`config.mk`:
```
export PLATFORM = sky130hd
export DESIGN_NAME = imem_boot_loader
export DESIGN_NICKNAME = d
export VERILOG_FILES = /design/src/rtl/imem_boot_loader_pkg.sv /design/src/rtl/imem_boot_loader_checksum.sv /design/src/rtl/imem_boot_loader.sv
export SDC_FILE = /design/constraint.sdc
export NUM_CORES = 1
export LEC_CHECK = 0
export CAP_MARGIN = 20
export CORE_UTILIZATION = 68
export DETAILED_ROUTE_END_ITERATION = 16
export DONT_BUFFER_PORTS = 1
export GPL_TIMING_DRIVEN = 0
export HOLD_SLACK_MARGIN = 0.12
export PLACE_DENSITY_LB_ADDON = 0.1
export SLEW_MARGIN = 20
export SYNTH_ARGS = -nofsm -noshare
export SYNTH_HDL_FRONTEND = slang
export SYNTH_HIERARCHICAL = 1
export SYNTH_SLANG_ARGS = --single-unit
```
`constraint.sdc`:
```
create_clock -name clk -period 4.68 [get_ports clk]
set_clock_uncertainty 0.2 [all_clocks]
set_input_delay 0 -clock clk [delete_from_list [all_inputs] [get_ports clk]]
set_output_delay 0 -clock clk [all_outputs]
set_load 0.02 [all_outputs]
```
`src/rtl/imem_boot_loader_pkg.sv`:
```
// imem_boot_loader_pkg: loader FSM state encoding and the default memory geometry
// shared between the boot loader and instr_mem.
package imem_boot_loader_pkg;

    localparam int DEF_ADDR_W = 7;
    localparam int DEF_DATA_W = 32;
    localparam int DEF_CYC_W  = 32;

    typedef enum logic [2:0] {
        ST_IDLE  = 3'd0,
        ST_LOAD  = 3'd1,
        ST_CHECK = 3'd2,
        ST_RUN   = 3'd3,
        ST_ERROR = 3'd4
    } loader_state_t;

endpackage

```
`src/rtl/imem_boot_loader_checksum.sv`:
```
// loader_checksum: running modular sum of image data words, compared against a
// captured checksum word. Used by imem_boot_loader only when LOADER_CSUM_EN is defined.
module loader_checksum
    import imem_boot_loader_pkg::*;
#(
    parameter int DATA_W = DEF_DATA_W
) (
    input  logic              clk,
    input  logic              rst,
    input  logic              clear,
    input  logic              add_en,
    input  logic [DATA_W-1:0] add_data,
    input  logic              cap_en,
    input  logic [DATA_W-1:0] cap_data,
    output logic              pass
);

    logic [DATA_W-1:0] sum;
    logic [DATA_W-1:0] expected;

    // The sum wraps naturally at DATA_W bits, giving the modulo-2**DATA_W checksum.
    always_ff @(posedge clk or negedge rst) begin
        if (!rst) begin
            sum      <= '0;
            expected <= '0;
        end else begin
            if (clear) begin
                sum      <= '0;
                expected <= '0;
            end else begin
                if (add_en) begin
                    sum <= sum + add_data;
                end
                if (cap_en) begin
                    expected <= cap_data;
                end
            end
        end
    end

    assign pass = (sum == expected);

endmodule

```
`src/rtl/imem_boot_loader.sv`:
```
// imem_boot_loader: streams a program image into instr_mem, then releases cpu reset
// and counts run cycles. Define LOADER_CSUM_EN to treat the s_last word as a checksum.
module imem_boot_loader
    import imem_boot_loader_pkg::*;
#(
    parameter int ADDR_W = DEF_ADDR_W,
    parameter int DATA_W = DEF_DATA_W,
    parameter int CYC_W  = DEF_CYC_W
) (
    input  logic              clk,
    input  logic              rst,
    input  logic              start,
    input  logic              s_valid,
    input  logic [DATA_W-1:0] s_data,
    input  logic              s_last,
    output logic              s_ready,
    output logic              imem_we,
    output logic [ADDR_W-1:0] imem_addr,
    output logic [DATA_W-1:0] imem_wdata,
    output logic              cpu_rst,
    output logic              busy,
    output logic              done,
    output logic              error,
    output logic [ADDR_W:0]   word_cnt,
    output logic [CYC_W-1:0]  run_cycles
);

    localparam logic [ADDR_W:0]  FULL_CNT = {1'b1, {ADDR_W{1'b0}}};
    localparam logic [ADDR_W:0]  CNT_ONE  = {{ADDR_W{1'b0}}, 1'b1};
    localparam logic [CYC_W-1:0] CYC_ONE  = {{(CYC_W-1){1'b0}}, 1'b1};
    localparam logic [CYC_W-1:0] CYC_MAX  = '1;

    loader_state_t state;
    loader_state_t state_next;

    logic xfer;
    logic full;
    logic write_en;
    logic overflow;
    logic load_begin;
    logic running;

    assign s_ready = (state == ST_LOAD);
    assign busy    = (state == ST_LOAD) || (state == ST_CHECK);
    assign error   = (state == ST_ERROR);
    assign xfer    = s_valid && s_ready;
    assign full    = (word_cnt == FULL_CNT);

`ifdef LOADER_CSUM_EN
    logic csum_pass;

    // A checksum word arriving at a full count is legal: it never touches memory.
    assign write_en = xfer && !s_last && !full;
    assign overflow = xfer && !s_last && full;

    loader_checksum #(
        .DATA_W (DATA_W)
    ) u_checksum (
        .clk      (clk),
        .rst      (rst),
        .clear    (load_begin),
        .add_en   (write_en),
        .add_data (s_data),
        .cap_en   (xfer && s_last),
        .cap_data (s_data),
        .pass     (csum_pass)
    );
`else
    assign write_en = xfer && !full;
    assign overflow = xfer && full;
`endif

    assign load_begin = (state_next == ST_LOAD) && (state != ST_LOAD);
    assign running    = (state == ST_RUN) && (state_next == ST_RUN);

    always_ff @(posedge clk or negedge rst) begin
        if (!rst) begin
            state <= ST_IDLE;
        end else begin
            state <= state_next;
        end
    end

    always_comb begin
        state_next = state;
        case (state)
            ST_IDLE: begin
                if (start) begin
                    state_next = ST_LOAD;
                end
            end
            ST_LOAD: begin
                if (overflow) begin
                    state_next = ST_ERROR;
                end else if (xfer && s_last) begin
`ifdef LOADER_CSUM_EN
                    state_next = ST_CHECK;
`else
                    state_next = ST_RUN;
`endif
                end
            end
`ifdef LOADER_CSUM_EN
            // An image consisting of only the checksum word is empty and rejected.
            ST_CHECK: begin
                state_next = ((word_cnt != '0) && csum_pass) ? ST_RUN : ST_ERROR;
            end
`endif
            ST_RUN, ST_ERROR: begin
                if (start) begin
                    state_next = ST_LOAD;
                end
            end
            default: begin
                state_next = ST_IDLE;
            end
        endcase
    end

    always_ff @(posedge clk or negedge rst) begin
        if (!rst) begin
            imem_we    <= 1'b0;
            imem_addr  <= '0;
            imem_wdata <= '0;
            word_cnt   <= '0;
        end else begin
            imem_we <= write_en;
            if (write_en) begin
                imem_addr  <= word_cnt[ADDR_W-1:0];
                imem_wdata <= s_data;
            end
            if (load_begin) begin
                word_cnt <= '0;
            end else if (write_en) begin
                word_cnt <= word_cnt + CNT_ONE;
            end
        end
    end

    // cpu_rst is registered from the current state, so it falls one cycle after
    // entering RUN, i.e. after the final imem write has already been presented.
    always_ff @(posedge clk or negedge rst) begin
        if (!rst) begin
            cpu_rst    <= 1'b1;
            done       <= 1'b0;
            run_cycles <= '0;
        end else begin
            cpu_rst <= !running;
            done    <= running;
            if (load_begin) begin
                run_cycles <= '0;
            end else if (running && !cpu_rst && (run_cycles != CYC_MAX)) begin
                run_cycles <= run_cycles + CYC_ONE;
            end
        end
    end

endmodule

```
==> results of run 1 <==
## final cells by class
class / count / area (sq um)
flip-flops and latches: 85 / 2130
multi-input cells: 250 / 1690
fillers: 308 / 871
repair buffers: 41 / 445
clock buffers: 10 / 128
well taps: 72 / 90.1
clock inverters: 6 / 87.6
plain buffers: 15 / 67.6
inverters: 9 / 33.8
## per-stage QoR
stage          instances  worst slack, ns
2_1_floorplan        359             2.17
3_3_place_gp         431             1.87
3_5_place_dp         431             1.82
4_1_cts              488             1.60
5_1_grt              488             1.30
6_report             488             1.44
## logic make-up after synthesis
| logic type | synth area share |
|---|---|
| AO/OA/AOI/OAI | 0.0718 |
| XOR/XNOR | 0.0447 |
| adder cells (fa/ha/maj) | 0.00958 |
| buffers and inverters | 0.0259 |
| flip-flops | 0.543 |
| multiplexers | 0.114 |
| AND/OR/NAND/NOR | 0.191 |
## Yosys cell counts (all sizes together)
library cell,n
nor2,27
ha,3
mux2i,2
buf,6
nand2b,3
xnor2,14
nand3,10
o21a,1
and4,5
dfrtp,84
nor4,4
a21o,2
and3b,1
o31ai,3
a211oi,3
o21ai,29
and3,6
xor2,6
o41ai,1
a41oi,1
o31a,1
nand2,30
a21oi,3
clkbuf,9
mux2,38
nand4,11
or3,5
nand4bb,1
dfstp,1
inv,9
o22ai,2
or2,2
nor3b,1
or4,2
nor3,31
and2,2
## worst reg2reg max path: cells and delay by family, from the launching register on
| kind | cells | cell delay (ns) |
|---|---|---|
| buffers and inverters | 4 | 1.61 |
| flip-flops | 1 | 0.62 |
| AO/OA/AOI/OAI | 1 | 0.31 |
| adder cells (fa/ha/maj) | 1 | 0.24 |
| AND/OR/NAND/NOR | 2 | 0.21 |
## cell usage in the layout (no fill, tap or decap), drive strengths merged, types with 8 or more instances in the layout
master,count
nor3,31
clkbuf,19
nor2,27
xnor2,14
dfrtp,84
buf,8
o21ai,29
mux2,38
inv,9
dlygate4sd3,39
nand4,11
nand2,30
nand3,10
## registers in the layout (all words and copies together), names as in the netlist
signal,cells
run_cycles,32
cpu_rst,1
imem_we,1
done,1
word_cnt,8
imem_wdata,32
state,3
imem_addr,7
## layer usage
metal | part of all wire | wire length (um)
met3 | 0.070 | 706
met5 | 0 | 0
met2 | 0.52 | 5260
met1 | 0.38 | 3810
met4 | 0.028 | 282
## report_power, final
group	switching (W)	internal (W)
clock network	0.000264	0.000301
logic	0.000161	0.000165
registers	0.000271	0.000860
total	0.000696	0.00133
## how the worst max path moves through the flow
| stage | startpoint | end | slack (ns) | cells after the start |
|---|---|---|---|---|
| after global routing | word_cnt[0] | state[1] | 1.30 | 8 |
| after detailed placement | run_cycles[1] | run_cycles[20] | 1.82 | 8 |
| after global placement | run_cycles[1] | run_cycles[27] | 1.87 | 8 |
| final | word_cnt[0] | state[1] | 1.44 | 8 |
| after floorplan | run_cycles[18] | run_cycles[27] | 2.17 | 8 |
| after CTS | word_cnt[0] | state[1] | 1.60 | 8 |
## timing repair
item,CTS,global route
setup buffers,0,0
endpoints found under the setup margin,0,0
endpoints found under the hold margin,155,0
hold buffers,41,0
==> results.yml, run 1 <==
layout:
  diodes: 0
  nets: 451
  drive_gt1_frac: 0.166
  final_area_sq_um: 4670
  area_growth_pct: 19.2
  fin_util: 0.843
synth:
  yosysSeqAreaShare: 0.543
  synthCells: 359
  synth_area_leader_cell: "dfrtp_1"
  synth_cell_types: 46
  yosys.area.top_type_share: 0.536
  synth.avg_cell_area_sq_um: 10.9
  ys_warn_count: 6
  syn_nets: 399
  syn_area_sq_um: 3920
  ys_ff_latch: 85
  yosys-top-cells-area: "dfrtp_1 54%, mux2_2 11%, nor3_1 3.7%"
grt:
  grt_pass1_wl_um: 15900
  use_met3: 0.0776
  globalRouteMet1Util: 0.422
  antenna_found_initial: 0
  overflow: 0
  track_usage: 0.349
  gr-max-usage-layer: "met2"
  first_global_vias: 3252
  grt_use_met2: 0.593
  grt_max_degree: 85
floorplanning:
  fp.dieH_um: 77.9
  io_pins: 122
  core_area_sq_um: 5540
  num_rows: 27
  fp.dieArea_sq_um: 6070
  start_util: 0.707
  dieWidth_um: 77.9
critical_path:
  critPathKind: "reg -> reg"
  crit_fanout: 10
  cp_common_cell: "nand2_1"
  crit_chain: "inv_1 -> ha_1 -> a41oi_1 -> clkbuf_1 -> buf_1 -> nand2_1 -> dlygate4sd3_1 -> nand2_1"
  path_delay_family: "buffers and inverters"
  r2r-start: "word_cnt[0]"
  cp_slowest_cell: "dfrtp_1"
  cpPeakStageDelay_ns: 0.62
  rrSetupSlack_ns: 1.44
  r2r-end: "state[1]"
  reg2reg_depth: 8
  timing.critical_path.buf_inv: 4
  crit_required_ns: 4.76
  cp-start-kind: "flip-flop"
  cp-end-kind: "flip-flop"
  worstPathArrival_ns: 3.32
worst_hold_path:
  hold_path_end: "imem_wdata[18]"
  whs_path_depth: 2
  min_path_type: "in -> reg"
  hp-start: "s_data[18]"
clock_network:
  ctsRootBufferMaster: "clkbuf_8"
  clock_sinks: 85
  path_clk_slew_ns: 0.09
  cts_tree: "built"
  htreeDepth: 3
  clk_path_buf_depth: 2
  clk_latency_ns: 0.35
  numCtsBuffers: 9
  cts_resized: 0
sta:
  relSlewSlack: 0.614
  period_share: 0.692
  period_needed_ns: 3.24
  fmax_mhz: 309
  fin_tns_setup_ns: 0
  hold_viol: 0
  grt_setup_unrepaired: "false"
  hold_ws_ns: 0.135
  setup_viol: 0
  slew_viol_final: 0
  worstMarginPinSlew_ns: 0.579
place:
  portBuffers: 0
  dp_hpwl_um: 5690
  dpl_cell_area_sq_um: 4010
  place_congestion: 0.848
power:
  max-vdd-ir-drop_v: 0.000349
  p_leak_nw: 1.99
  fin_total_pwr_w: 0.00202
  powerDensity_nw_per_um2: 433
drt:
  wl_um: 10100
  via_count: 3192
  wl_per_cell_um: 20.6
  ant_nets: 0
  drc_errors: 1
  drt_iter0_markers: 361
  viasPerCell: 6.54
  first_pass_iters: 11
status:
  status: "finished with violations"
  violations: "DRC"
run:
  maxCapViolCount: 0
Power figures use the tool's default switching activity.
==> inputs of run 2 (changes only) <==
- CORE_UTILIZATION: 68 -> 63
- clock period: 4.68 -> 3.1 ns (I/O delays scaled with it)
==> results.yml, run 2 (synthesis gave the netlist of run 1 again) <==
critical_path:
  critPathKind: "reg -> reg"
  r2r-end: "run_cycles[24]"
  crit_required_ns: 3.13
  reg2reg_depth: 8
  crit_fanout: 10
  cp-end-kind: "flip-flop"
  rrSetupSlack_ns: 0.19
  cp-start-kind: "flip-flop"
  r2r-start: "run_cycles[18]"
  worstPathArrival_ns: 2.94
grt:
  first_global_vias: 3053
  overflow: 0
  grt_max_degree: 86
  track_usage: 0.298
  grt_pass1_wl_um: 14600
  antenna_found_initial: 0
floorplanning:
  num_rows: 28
  io_pins: 122
  core_area_sq_um: 5960
  fp.dieArea_sq_um: 6540
  fp.dieH_um: 80.9
  dieWidth_um: 80.9
  start_util: 0.658
clock_network:
  numCtsBuffers: 9
  ctsRootBufferMaster: "clkbuf_8"
  path_clk_slew_ns: 0.09
  clk_latency_ns: 0.35
  cts_setup_buffers: 0
  htreeDepth: 3
  clk_path_buf_depth: 2
  cts_tree: "built"
  clock_sinks: 85
sta:
  relSlewSlack: 0.620
  setup_viol: 0
  hold_ws_ns: 0.127
  slew_viol_final: 0
  hold_viol: 0
  grt_setup_unrepaired: "false"
  fin_tns_setup_ns: 0
  period_needed_ns: 2.91
  period_share: 0.939
  fmax_mhz: 343
  worstMarginPinSlew_ns: 0.570
layout:
  instances_no_fill: 498
  final_cell_mix: "84 x dfrtp_1, 47 x dlygate4sd3_1, 38 x mux2_2"
  area_growth_pct: 19.8
  fin_util: 0.788
  diodes: 0
  nets: 458
  reg_top3: "imem_wdata x32, run_cycles x32, word_cnt x8"
  drive_gt1_frac: 0.165
  final_common_cell: "dfrtp_1"
drt:
  viasPerCell: 6.09
  wl_met2_um: 4820
  ant_nets: 0
  first_pass_iters: 4
  wl_met1_um: 3580
  drc_errors: 0
  met3_length_um: 613
  wl_per_cell_um: 18.3
  drt_iter0_markers: 211
  via_count: 3033
  top_layer: "met4"
  wl_um: 9140
status:
  status: "complete, no violations"
place:
  place_congestion: 0.813
  dp_hpwl_um: 5660
  portBuffers: 0
  post-place-cells: 434
worst_hold_path:
  hp-start: "s_data[13]"
  min_path_type: "in -> reg"
  hold_path_end: "imem_wdata[13]"
  whs_path_depth: 2
power:
  max-vdd-ir-drop_v: 0.000607
  fin_total_pwr_w: 0.00292
  powerDensity_nw_per_um2: 622
  p_leak_nw: 1.99
run:
  maxCapViolCount: 0
## run 2: cell types whose count changed in the layout (fill, tap and decap cells not counted), sizes merged
cell,change
clkinv,-1
dlygate4sd3,+8
clkinvlp,+3
clkbuf,-1
bufinv,-2
inv,+1
buf,-1
## run 2: layout make-up
cell class | count | area (sq um)
clock buffers | 9 | 124
multi-input cells | 250 | 1700
well taps | 75 | 93.8
plain buffers | 15 | 68.8
repair buffers | 48 | 498
flip-flops and latches | 85 | 2130
clock inverters | 7 | 50.0
fillers | 393 | 1260
inverters | 9 | 33.8
## run 2: power by group
part / total, W / switching, W / internal [W]
registers: 0.00171 / 0.000407 / 0.00130
clock network: 0.000702 / 0.000410 / 0.000292
logic: 0.000511 / 0.000239 / 0.000273
## run 2: per-stage QoR
stage | cell area, sq um | setup WS (ns)
after floorplan | 3920 | 0.594
after global placement | 4010 | 0.262
after detailed placement | 4010 | 0.218
after CTS | 4680 | 0.134
after global routing | 4690 | 0.00681
final | 4690 | 0.189
## run 2: worst max-delay path by stage
stage	from	end	slack, ns	cells past startpoint
2_1_floorplan	run_cycles[18]	run_cycles[27]	0.59	8
3_3_place_gp	run_cycles[0]	run_cycles[27]	0.26	8
3_5_place_dp	run_cycles[0]	run_cycles[27]	0.22	8
4_1_cts	word_cnt[0]	imem_wdata[10]	0.13	6
5_1_grt	run_cycles[18]	run_cycles[24]	0.007	8
6_report	run_cycles[18]	run_cycles[24]	0.19	8
## run 2: per-layer routing
layer  global-route usage  up-vias
li1                     -     1398
met1                0.354     1503
met2                0.518      120
met3               0.0854       12
met5                    0        -
met4                0.102        0
## run 2: worst max-delay path, cell delays in order, from the launching register on
cell,delay (ns)
dfrtp_1,0.57
nand4_1,0.21
or4_1,0.53
buf_2,0.18
nor3_4,0.41
buf_2,0.31
nor3_1,0.07
o21ai_0,0.20
o31ai_1,0.11
## run 2: timing repair
item / CTS / global route
hold buffers: 48 / 0
setup endpoints to repair: 0 / 13
hold endpoints to repair: 160 / 0
resized for setup: 0 / 3
==> inputs of run 3 (changes only) <==
- CTS_CLUSTER_DIAMETER: default -> 80
- SETUP_SLACK_MARGIN: default -> 0.4
==> results.yml, run 3 (synthesis gave the netlist of run 1 again) <==
floorplanning:
  num_rows: 28
  io_pins: 122
  core_area_sq_um: 5960
  start_util: 0.658
  fp.dieArea_sq_um: 6540
  dieWidth_um: 80.9
  fp.dieH_um: 80.9
sta:
  fmax_mhz: 382
  fin_tns_setup_ns: 0
  relSlewSlack: 0.600
  period_needed_ns: 2.62
  period_share: 0.844
  hold_viol: 0
  worstMarginPinSlew_ns: 0.600
  grt_setup_unrepaired: "true"
  slew_viol_final: 0
  setup_viol: 0
place:
  portBuffers: 0
  post-place-cells: 434
  place_congestion: 0.813
  dp_hpwl_um: 5660
layout:
  nets: 464
  instances_no_fill: 504
  nFillCells: 380
  reg_top3: "imem_wdata x32, run_cycles x32, word_cnt x8"
  drive_gt1_frac: 0.221
  area_growth_pct: 21.5
  final_cell_mix: "73 x dfrtp_1, 46 x dlygate4sd3_1, 38 x mux2_2"
  final_common_cell: "dfrtp_1"
  diodes: 0
critical_path:
  cp-start-kind: "flip-flop"
  critPathKind: "reg -> reg"
  crit_fanout: 10
  cp-end-kind: "flip-flop"
  worstPathArrival_ns: 2.66
  crit_required_ns: 3.14
clock_network:
  clk_latency_ns: 0.35
  numCtsBuffers: 9
  cts_tree: "built"
  ctsRootBufferMaster: "clkbuf_8"
  htreeDepth: 3
  clock_sinks: 85
  path_clk_slew_ns: 0.09
  clk_path_buf_depth: 2
drt:
  ant_nets: 0
  wl_per_cell_um: 18.5
  drc_errors: 0
  via_count: 3064
  viasPerCell: 6.08
  drt_iter0_markers: 304
  first_pass_iters: 7
  wl_um: 9340
grt:
  antenna_found_initial: 0
  first_global_vias: 3048
  track_usage: 0.302
  grt_max_degree: 86
  grt_pass1_wl_um: 14700
  overflow: 0
status:
  status: "complete, no violations"
worst_hold_path:
  min_path_type: "in -> reg"
power:
  max-vdd-ir-drop_v: 0.000583
  powerDensity_nw_per_um2: 610
  p_leak_nw: 2.02
run:
  maxCapViolCount: 0
## run 3: cell count changes in the layout (fill, tap and decap cells not counted), sizes merged
cell         delta
buf             +6
dlygate4sd3     -1
clkbuf          +1
## run 3: per-layer routing
metal,global-route usage,share of wire,vias to the layer above
met5,0,0,-
met4,0.118,0.025,0
met3,0.0831,0.066,27
met2,0.505,0.51,123
met1,0.371,0.39,1500
li1,-,-,1414
## run 3: cell type report
cell class	instances	area (sq um)	area share
buffer	15	78.8	0.0166
clock buffer	9	124	0.0260
clock inverter	7	50.0	0.0105
inverter	9	33.8	0.00709
multi-input combinational	250	1700	0.357
sequential	85	2140	0.450
tap	75	93.8	0.0197
timing repair buffer	54	541	0.114
## run 3: per-stage QoR
step,cell area [sq um],utilization,total power [W],hold slack [ns],setup WS [ns]
6_report,4760,0.800,0.00290,0.125,0.483
5_1_grt,4760,0.800,0.00304,0.122,0.397
2_1_floorplan,3920,-,0.00201,-0.496,0.594
4_1_cts,4740,0.795,0.00290,0.120,0.425
3_5_place_dp,4010,0.674,0.00213,-0.494,0.218
3_3_place_gp,4010,0.674,0.00210,-0.494,0.262
## run 3: timing repair
action / 4_1_cts / 5_1_grt
hold buffers: 47 / 0
pin swaps: 1 / 3
endpoints found under the hold margin: 163 / 0
setup buffers: 5 / 2
setup endpoints to repair: 51 / 38
gates resized for setup: 14 / 11
## run 3: worst max-delay path, cell delays in order (launching register included)
cell and delay (ns):
dfrtp_2 0.49, nand4_1 0.18, or4_1 0.52, buf_2 0.18, or3_4 0.37, a21oi_4 0.20, buf_6 0.17, o21ai_0 0.10
o41ai_1 0.09
## run 3: path summary, 6_finish.rpt
kind	from	end	slack, ns	cells after the start
hold reg to reg	run_cycles[20]	run_cycles[20]	0.41	1
hold / removal	s_data[13]	imem_wdata[13]	0.12	2
max in group asynchronous	rst	cpu_rst	1.80	3
setup / recovery	run_cycles[19]	run_cycles[27]	0.48	8
setup reg to reg	run_cycles[19]	run_cycles[27]	0.48	8
min in group asynchronous	rst	run_cycles[26]	0.54	3
## run 3: where the power goes
group          total [W]  switching, W  internal [W]
Sequential       0.00171      0.000408       0.00130
Clock           0.000705      0.000413      0.000292
Combinational   0.000491      0.000234      0.000258
Total            0.00290       0.00105       0.00185
